[config.mk]
export PLATFORM = sky130hd
export DESIGN_NAME = conv_result_sink
export DESIGN_NICKNAME = d
export VERILOG_FILES = /design/src/rtl/conv_pkg.sv /design/src/rtl/sync_fifo.sv /design/src/rtl/conv_result_sink.sv
export SDC_FILE = /design/constraint.sdc
export NUM_CORES = 1
export LEC_CHECK = 0
export CAP_MARGIN = 0
export CORE_MARGIN = 3
export CORE_UTILIZATION = 55
export DETAILED_ROUTE_END_ITERATION = 8
export PLACE_DENSITY = 0.78
export SKIP_CTS_REPAIR_TIMING = 1
export SLEW_MARGIN = 20
export SYNTH_ARGS = -nofsm -noshare
export SYNTH_HDL_FRONTEND = slang
export SYNTH_SLANG_ARGS = --single-unit
export TNS_END_PERCENT = 5
[constraint.sdc]
create_clock -name i_clk -period 6.29 [get_ports i_clk]
set_clock_uncertainty 0.15 [all_clocks]
set_input_delay 1.258 -clock i_clk [delete_from_list [all_inputs] [get_ports i_clk]]
set_output_delay 1.258 -clock i_clk [all_outputs]
set_load 0.05 [all_outputs]
[src/rtl/conv_pkg.sv]
// Shared types for the convolution result sink: FIFO entry layout and receive-FSM states.
package conv_pkg;

   localparam int OUT_WIDTH_DEF = 12;

   typedef struct packed {
      logic                     sof;
      logic                     eol;
      logic                     eof;
      logic [OUT_WIDTH_DEF-1:0] pix;
   } sink_entry_t;

   typedef enum logic {
      S_IDLE,
      S_FRAME
   } sink_state_t;

endpackage

[src/rtl/sync_fifo.sv]
// Single-clock FIFO with show-ahead read and a registered occupancy count.
// A push into a full FIFO is accepted only when a pop happens on the same edge.
module sync_fifo #(
   parameter int WIDTH = 8,
   parameter int DEPTH = 4
) (
   input  logic             i_clk,
   input  logic             i_rst,
   input  logic             i_push,
   input  logic [WIDTH-1:0] i_data,
   input  logic             i_pop,
   output logic [WIDTH-1:0] o_data,
   output logic             o_full,
   output logic             o_empty
);

   localparam int AW = (DEPTH > 1) ? $clog2(DEPTH) : 1;
   localparam int CW = AW + 1;

   logic [WIDTH-1:0] mem [DEPTH];
   logic [AW-1:0]    wr_ptr;
   logic [AW-1:0]    rd_ptr;
   logic [CW-1:0]    count;
   logic             push_ok;
   logic             pop_ok;

   assign o_full  = (count == CW'(DEPTH));
   assign o_empty = (count == '0);
   assign pop_ok  = i_pop && !o_empty;
   assign push_ok = i_push && (!o_full || i_pop);
   assign o_data  = mem[rd_ptr];

   always_ff @(posedge i_clk or posedge i_rst) begin
      if (i_rst) begin
         wr_ptr <= '0;
         rd_ptr <= '0;
         count  <= '0;
      end else begin
         if (push_ok) wr_ptr <= wr_ptr + 1'b1;
         if (pop_ok)  rd_ptr <= rd_ptr + 1'b1;
         case ({push_ok, pop_ok})
            2'b10:   count <= count + 1'b1;
            2'b01:   count <= count - 1'b1;
            default: count <= count;
         endcase
      end
   end

   // Storage needs no reset: nothing is read out while the FIFO is empty.
   always_ff @(posedge i_clk) begin
      if (push_ok) mem[wr_ptr] <= i_data;
   end

endmodule

[src/rtl/conv_result_sink.sv]
// Sobel output sink: raster tagging, border zeroing, saturation, buffering to a ready/valid pixel port.
// Optional binary threshold stage enabled by defining CONV_SINK_THRESH_EN.
//
// state   | meaning
// S_IDLE  | between frames, waiting for the (0,0) sample
// S_FRAME | frame in progress, until the last sample of the frame arrives
module conv_result_sink
   import conv_pkg::*;
#(
   parameter int IMG_WIDTH  = 640,
   parameter int IMG_HEIGHT = 480,
   parameter int IN_WIDTH   = 18,
   parameter int OUT_WIDTH  = OUT_WIDTH_DEF,
   parameter int FIFO_DEPTH = 4
) (
   input  logic                 i_clk,
   input  logic                 i_rst,
   input  logic                 i_val_valid,
   input  logic [IN_WIDTH-1:0]  i_val,
`ifdef CONV_SINK_THRESH_EN
   input  logic [OUT_WIDTH-1:0] i_threshold,
`endif
   output logic                 o_pix_valid,
   input  logic                 i_pix_ready,
   output logic [OUT_WIDTH-1:0] o_pix,
   output logic                 o_pix_sof,
   output logic                 o_pix_eol,
   output logic                 o_frame_done,
   output logic                 o_busy,
   output logic                 o_overflow
);

   localparam int XW = $clog2(IMG_WIDTH);
   localparam int YW = $clog2(IMG_HEIGHT);
   localparam logic [XW-1:0] X_LAST = XW'(IMG_WIDTH - 1);
   localparam logic [YW-1:0] Y_LAST = YW'(IMG_HEIGHT - 1);
   localparam logic [XW-1:0] X_TWO  = XW'(2);
   localparam logic [YW-1:0] Y_TWO  = YW'(2);

   logic [XW-1:0]    x;
   logic [YW-1:0]    y;
   logic [OUT_WIDTH-1:0] sat_val;
   logic [OUT_WIDTH-1:0] pix_val;
   logic             border;
   sink_entry_t      in_entry;
   sink_entry_t      head;
   logic             fifo_full;
   logic             fifo_empty;
   logic             pop;
   sink_state_t      state;
   sink_state_t      state_nxt;

   always_ff @(posedge i_clk or posedge i_rst) begin
      if (i_rst) begin
         x <= '0;
         y <= '0;
      end else if (i_val_valid) begin
         if (x == X_LAST) begin
            x <= '0;
            y <= (y == Y_LAST) ? '0 : y + 1'b1;
         end else begin
            x <= x + 1'b1;
         end
      end
   end

   always_comb begin
      sat_val = (|i_val[IN_WIDTH-1:OUT_WIDTH]) ? '1 : i_val[OUT_WIDTH-1:0];
`ifdef CONV_SINK_THRESH_EN
      pix_val = (sat_val >= i_threshold) ? '1 : '0;
`else
      pix_val = sat_val;
`endif
      border       = (x < X_TWO) || (y < Y_TWO);
      in_entry     = '0;
      in_entry.sof = (x == '0) && (y == '0);
      in_entry.eol = (x == X_LAST);
      in_entry.eof = (x == X_LAST) && (y == Y_LAST);
      in_entry.pix = border ? '0 : OUT_WIDTH_DEF'(pix_val);
   end

   sync_fifo #(
      .WIDTH ($bits(sink_entry_t)),
      .DEPTH (FIFO_DEPTH)
   ) u_fifo (
      .i_clk   (i_clk),
      .i_rst   (i_rst),
      .i_push  (i_val_valid),
      .i_data  (in_entry),
      .i_pop   (pop),
      .o_data  (head),
      .o_full  (fifo_full),
      .o_empty (fifo_empty)
   );

   assign pop         = !fifo_empty && i_pix_ready;
   assign o_pix_valid = !fifo_empty;
   // Gate the head with valid so stale storage never shows on the port.
   assign o_pix       = fifo_empty ? '0 : OUT_WIDTH'(head.pix);
   assign o_pix_sof   = !fifo_empty && head.sof;
   assign o_pix_eol   = !fifo_empty && head.eol;

   always_ff @(posedge i_clk or posedge i_rst) begin
      if (i_rst) begin
         o_overflow   <= 1'b0;
         o_frame_done <= 1'b0;
      end else begin
         if (i_val_valid && fifo_full && !pop) o_overflow <= 1'b1;
         o_frame_done <= pop && head.eof;
      end
   end

   always_ff @(posedge i_clk or posedge i_rst) begin
      if (i_rst) state <= S_IDLE;
      else       state <= state_nxt;
   end

   always_comb begin
      state_nxt = state;
      case (state)
         S_IDLE:  if (i_val_valid && in_entry.sof) state_nxt = S_FRAME;
         S_FRAME: if (i_val_valid && in_entry.eof) state_nxt = S_IDLE;
         default: state_nxt = S_IDLE;
      endcase
   end

   always_comb begin
      o_busy = (state == S_FRAME);
   end

endmodule

==> impl_metrics.env <==
export IMPL_power_density_nw_per_um2=464.4
export IMPL_synth_simple_gate_area_frac=0.1199
export IMPL_wl_per_cell_um=16.51
export IMPL_relSlewSlack=0.4607
export IMPL_track_usage=0.1767
export IMPL_drtPass1Iterations=4
export IMPL_p_clk_frac=0.163
export IMPL_yosys_register_bits=89
export IMPL_synth_cell_type_count=38
export IMPL_root_buffer="clkbuf_8"
export IMPL_numClockSinks=89
export IMPL_syn2layout_area_growth_pct=16.37
export IMPL_final_cell_mix="60 x edfxtp_1, 39 x clkdlybuf4s50_1, 28 x dfrtp_1"
export IMPL_htree_levels=3
export IMPL_cp_max_fo=17
export IMPL_cts_tree="built"
export IMPL_synth_area_per_cell_um2=14.40
export IMPL_first_global_vias=2274
export IMPL_ios=40
export IMPL_fp_row_count=30
export IMPL_rsz0062_at_grt="no"
export IMPL_synth_xor_area_frac=0.03330
export IMPL_hpwl_mm=4.542
export IMPL_grtUsageMet3=0.03250
export IMPL_syn_nets=306
export IMPL_place_inst=397
export IMPL_n_antenna_cell=0
export IMPL_core_area_um2=6869
export IMPL_ys_flop_type="edfxtp_1"
export IMPL_max_clock_freq_ghz=0.2544
export IMPL_initial_core_util=0.5743
export IMPL_vias=2304
export IMPL_combPwrFrac=0.412
export IMPL_num_fill_cells=497
export IMPL_arrival_ns=2.52
export IMPL_die_h_um=90.69
export IMPL_io_buffer_count=39
export IMPL_seqPwrFrac=0.424
export IMPL_drive_above_1_share=0.1167
export IMPL_synth_compound_area_frac=0.05836
export IMPL_grtUsageMet1=0.2407
export IMPL_finalMaxSlewViolations=0
export IMPL_clock_path_buffers=2
export IMPL_worstSetupStartpointType="flop"
export IMPL_clk_pin_slew_worst_paths_ns=0.09
export IMPL_synth_area_um2=3945
export IMPL_p_int_uw=1298
export IMPL_drt_wl_total_mm=6.818
export IMPL_grt_busiest_layer="met2"
export IMPL_cts_buffers=9
export IMPL_grt_max_degree=30
export IMPL_ir_drop_mv=0.2595
export IMPL_p_total_uw=2132
export IMPL_drc=0
export IMPL_tns_ns=0
export IMPL_dieArea_um2=8225
export IMPL_seq_area_frac_synth=0.6407
export IMPL_avgViaCountPerCell=5.579
export IMPL_drt_antenna_violating_nets=0
export IMPL_p_sw_uw=833.6
export IMPL_use_met2=0.2835
export IMPL_hp_class="reg2reg"
export IMPL_synth_top_family_by_area="simple AND/OR/NAND/NOR gates"
export IMPL_crit_type="reg2out"
export IMPL_synthAdderAreaFrac=0.03362
export IMPL_gp_congestion=0.7613
export IMPL_async_flop_share=0.3258
export IMPL_die_w_um=90.69
export IMPL_setup_violations=0
export IMPL_sw_frac_of_total=0.3910
export IMPL_finalWorstSetupSlack_ns=2.359
export IMPL_muxShareOfSynthArea=0.08817
export IMPL_fin_cells=413
export IMPL_status="finished clean"
export IMPL_syn_instance_count=274
export IMPL_finalHoldViolCount=0
export IMPL_antenna_found_initial=0
export IMPL_nets=344
export IMPL_grt_first_pass_wirelength_mm=11.35
export IMPL_worst_pin_slew_ns=0.8090
export IMPL_drt_iter0_markers=145
export IMPL_cap_viol_max_count=0
export IMPL_layout_commonest_cell="edfxtp_1"
export IMPL_post_place_ws_ns=2.349
export IMPL_grt_remaining_overflow=0
export IMPL_synth_edf_count=60
export IMPL_p_leak_uw=0.001579
export IMPL_period_share=0.6249
export IMPL_critPathRequiredTime_ns=4.88
export IMPL_min_period_ns=3.931
export IMPL_cp_end_kind="output port"
export IMPL_yosysWarnings=0
export IMPL_clock_latency_ns=0.34
-- cells in the mapped netlist, drive strengths merged, types with 2 or more instances --
| master | n | share of area |
|---|---|---|
| nor2b | 2 | 0.0032 |
| and2 | 20 | 0.032 |
| o21ai | 10 | 0.013 |
| a21oi | 4 | 0.0051 |
| inv | 14 | 0.013 |
| ha | 9 | 0.029 |
| nor4 | 5 | 0.0079 |
| or3 | 5 | 0.0079 |
| nor2 | 9 | 0.0086 |
| a21o | 2 | 0.0038 |
| xnor2 | 10 | 0.022 |
| clkbuf | 8 | 0.0076 |
| nor4bb | 2 | 0.0051 |
| dfrtp | 29 | 0.18 |
| nand2 | 16 | 0.015 |
| edfxtp | 60 | 0.46 |
| mux4 | 15 | 0.086 |
| buf | 4 | 0.0051 |
| and4 | 3 | 0.0067 |
| o21a | 12 | 0.023 |
| nor3 | 3 | 0.0038 |
| xor2 | 5 | 0.011 |
| nand4 | 5 | 0.0079 |
| and3 | 2 | 0.0032 |
| nand3 | 8 | 0.010 |
-- logic make-up after synthesis --
family | count (synthesis)
simple gates | 84
flops | 89
buf+inv | 26
compound gates | 34
mux | 16
fa+ha+maj | 10
xor+xnor | 15
-- layer usage --
metal / routed length (um) / part of all wire / vias to the layer above
met2: 3355 / 0.49 / 42
met3: 225 / 0.033 / 8
met1: 3155 / 0.46 / 1164
met4: 82 / 0.012 / 0
met5: 0 / 0 / -
li1: - / - / 1090
-- state kept, by name, indices dropped and copies added, names as in the netlist, 2 cells and up --
register       flops
u_fifo.wr_ptr      2
x                 10
y                  9
u_fifo.mem        60
u_fifo.rd_ptr      2
u_fifo.count       3
-- critical path, cell delays in order, from the launching register on --
cell,delay [ns]
dfrtp_2,0.73
mux4_2,0.59
and2_1,0.17
clkdlybuf4s50_1,0.69
-- power by group through the flow --
stage | clock [uW] | sequential [uW] | combinational, uW
floorplan | 0 | 869 | 669
finish | 348 | 905 | 879
global route | 379 | 929 | 930
global placement | 0 | 913 | 871
CTS | 352 | 907 | 890
detailed placement | 0 | 920 | 889
-- through the flow --
step	cell area (um2)	util	hold slack [ns]
2_1_floorplan	3945	-	0.2971
3_3_place_gp	4405	0.6413	0.3133
3_5_place_dp	4405	0.6413	0.3197
4_1_cts	4584	0.6674	0.3501
5_1_grt	4591	0.6683	0.3693
6_report	4591	0.6683	0.3434
-- final timing paths --
check	startpoint	end	slack (ns)	depth (start not counted)
max in group asynchronous	i_rst	u_fifo.rd_ptr[0]	4.42	2
hold / removal	o_overflow	o_overflow	0.34	1
setup reg to reg	u_fifo.count[0]	u_fifo.count[2]	3.79	9
setup / recovery	u_fifo.rd_ptr[0]	o_pix[11]	2.36	3
hold reg to reg	o_overflow	o_overflow	0.34	1
min in group asynchronous	i_rst	x[6]	1.14	2
-- area by class of cell --
class	instances	area, um2	share of cell area
clock buffers	9	123.9	0.02698
clock inverters	7	55.05	0.01199
inverters	14	52.55	0.01145
multi-input cells	159	1320	0.2875
flip-flops and latches	89	2529	0.5508
well taps	96	120.1	0.02617
repair buffers	39	390.4	0.08504
(Power assumes the default switching activity.)
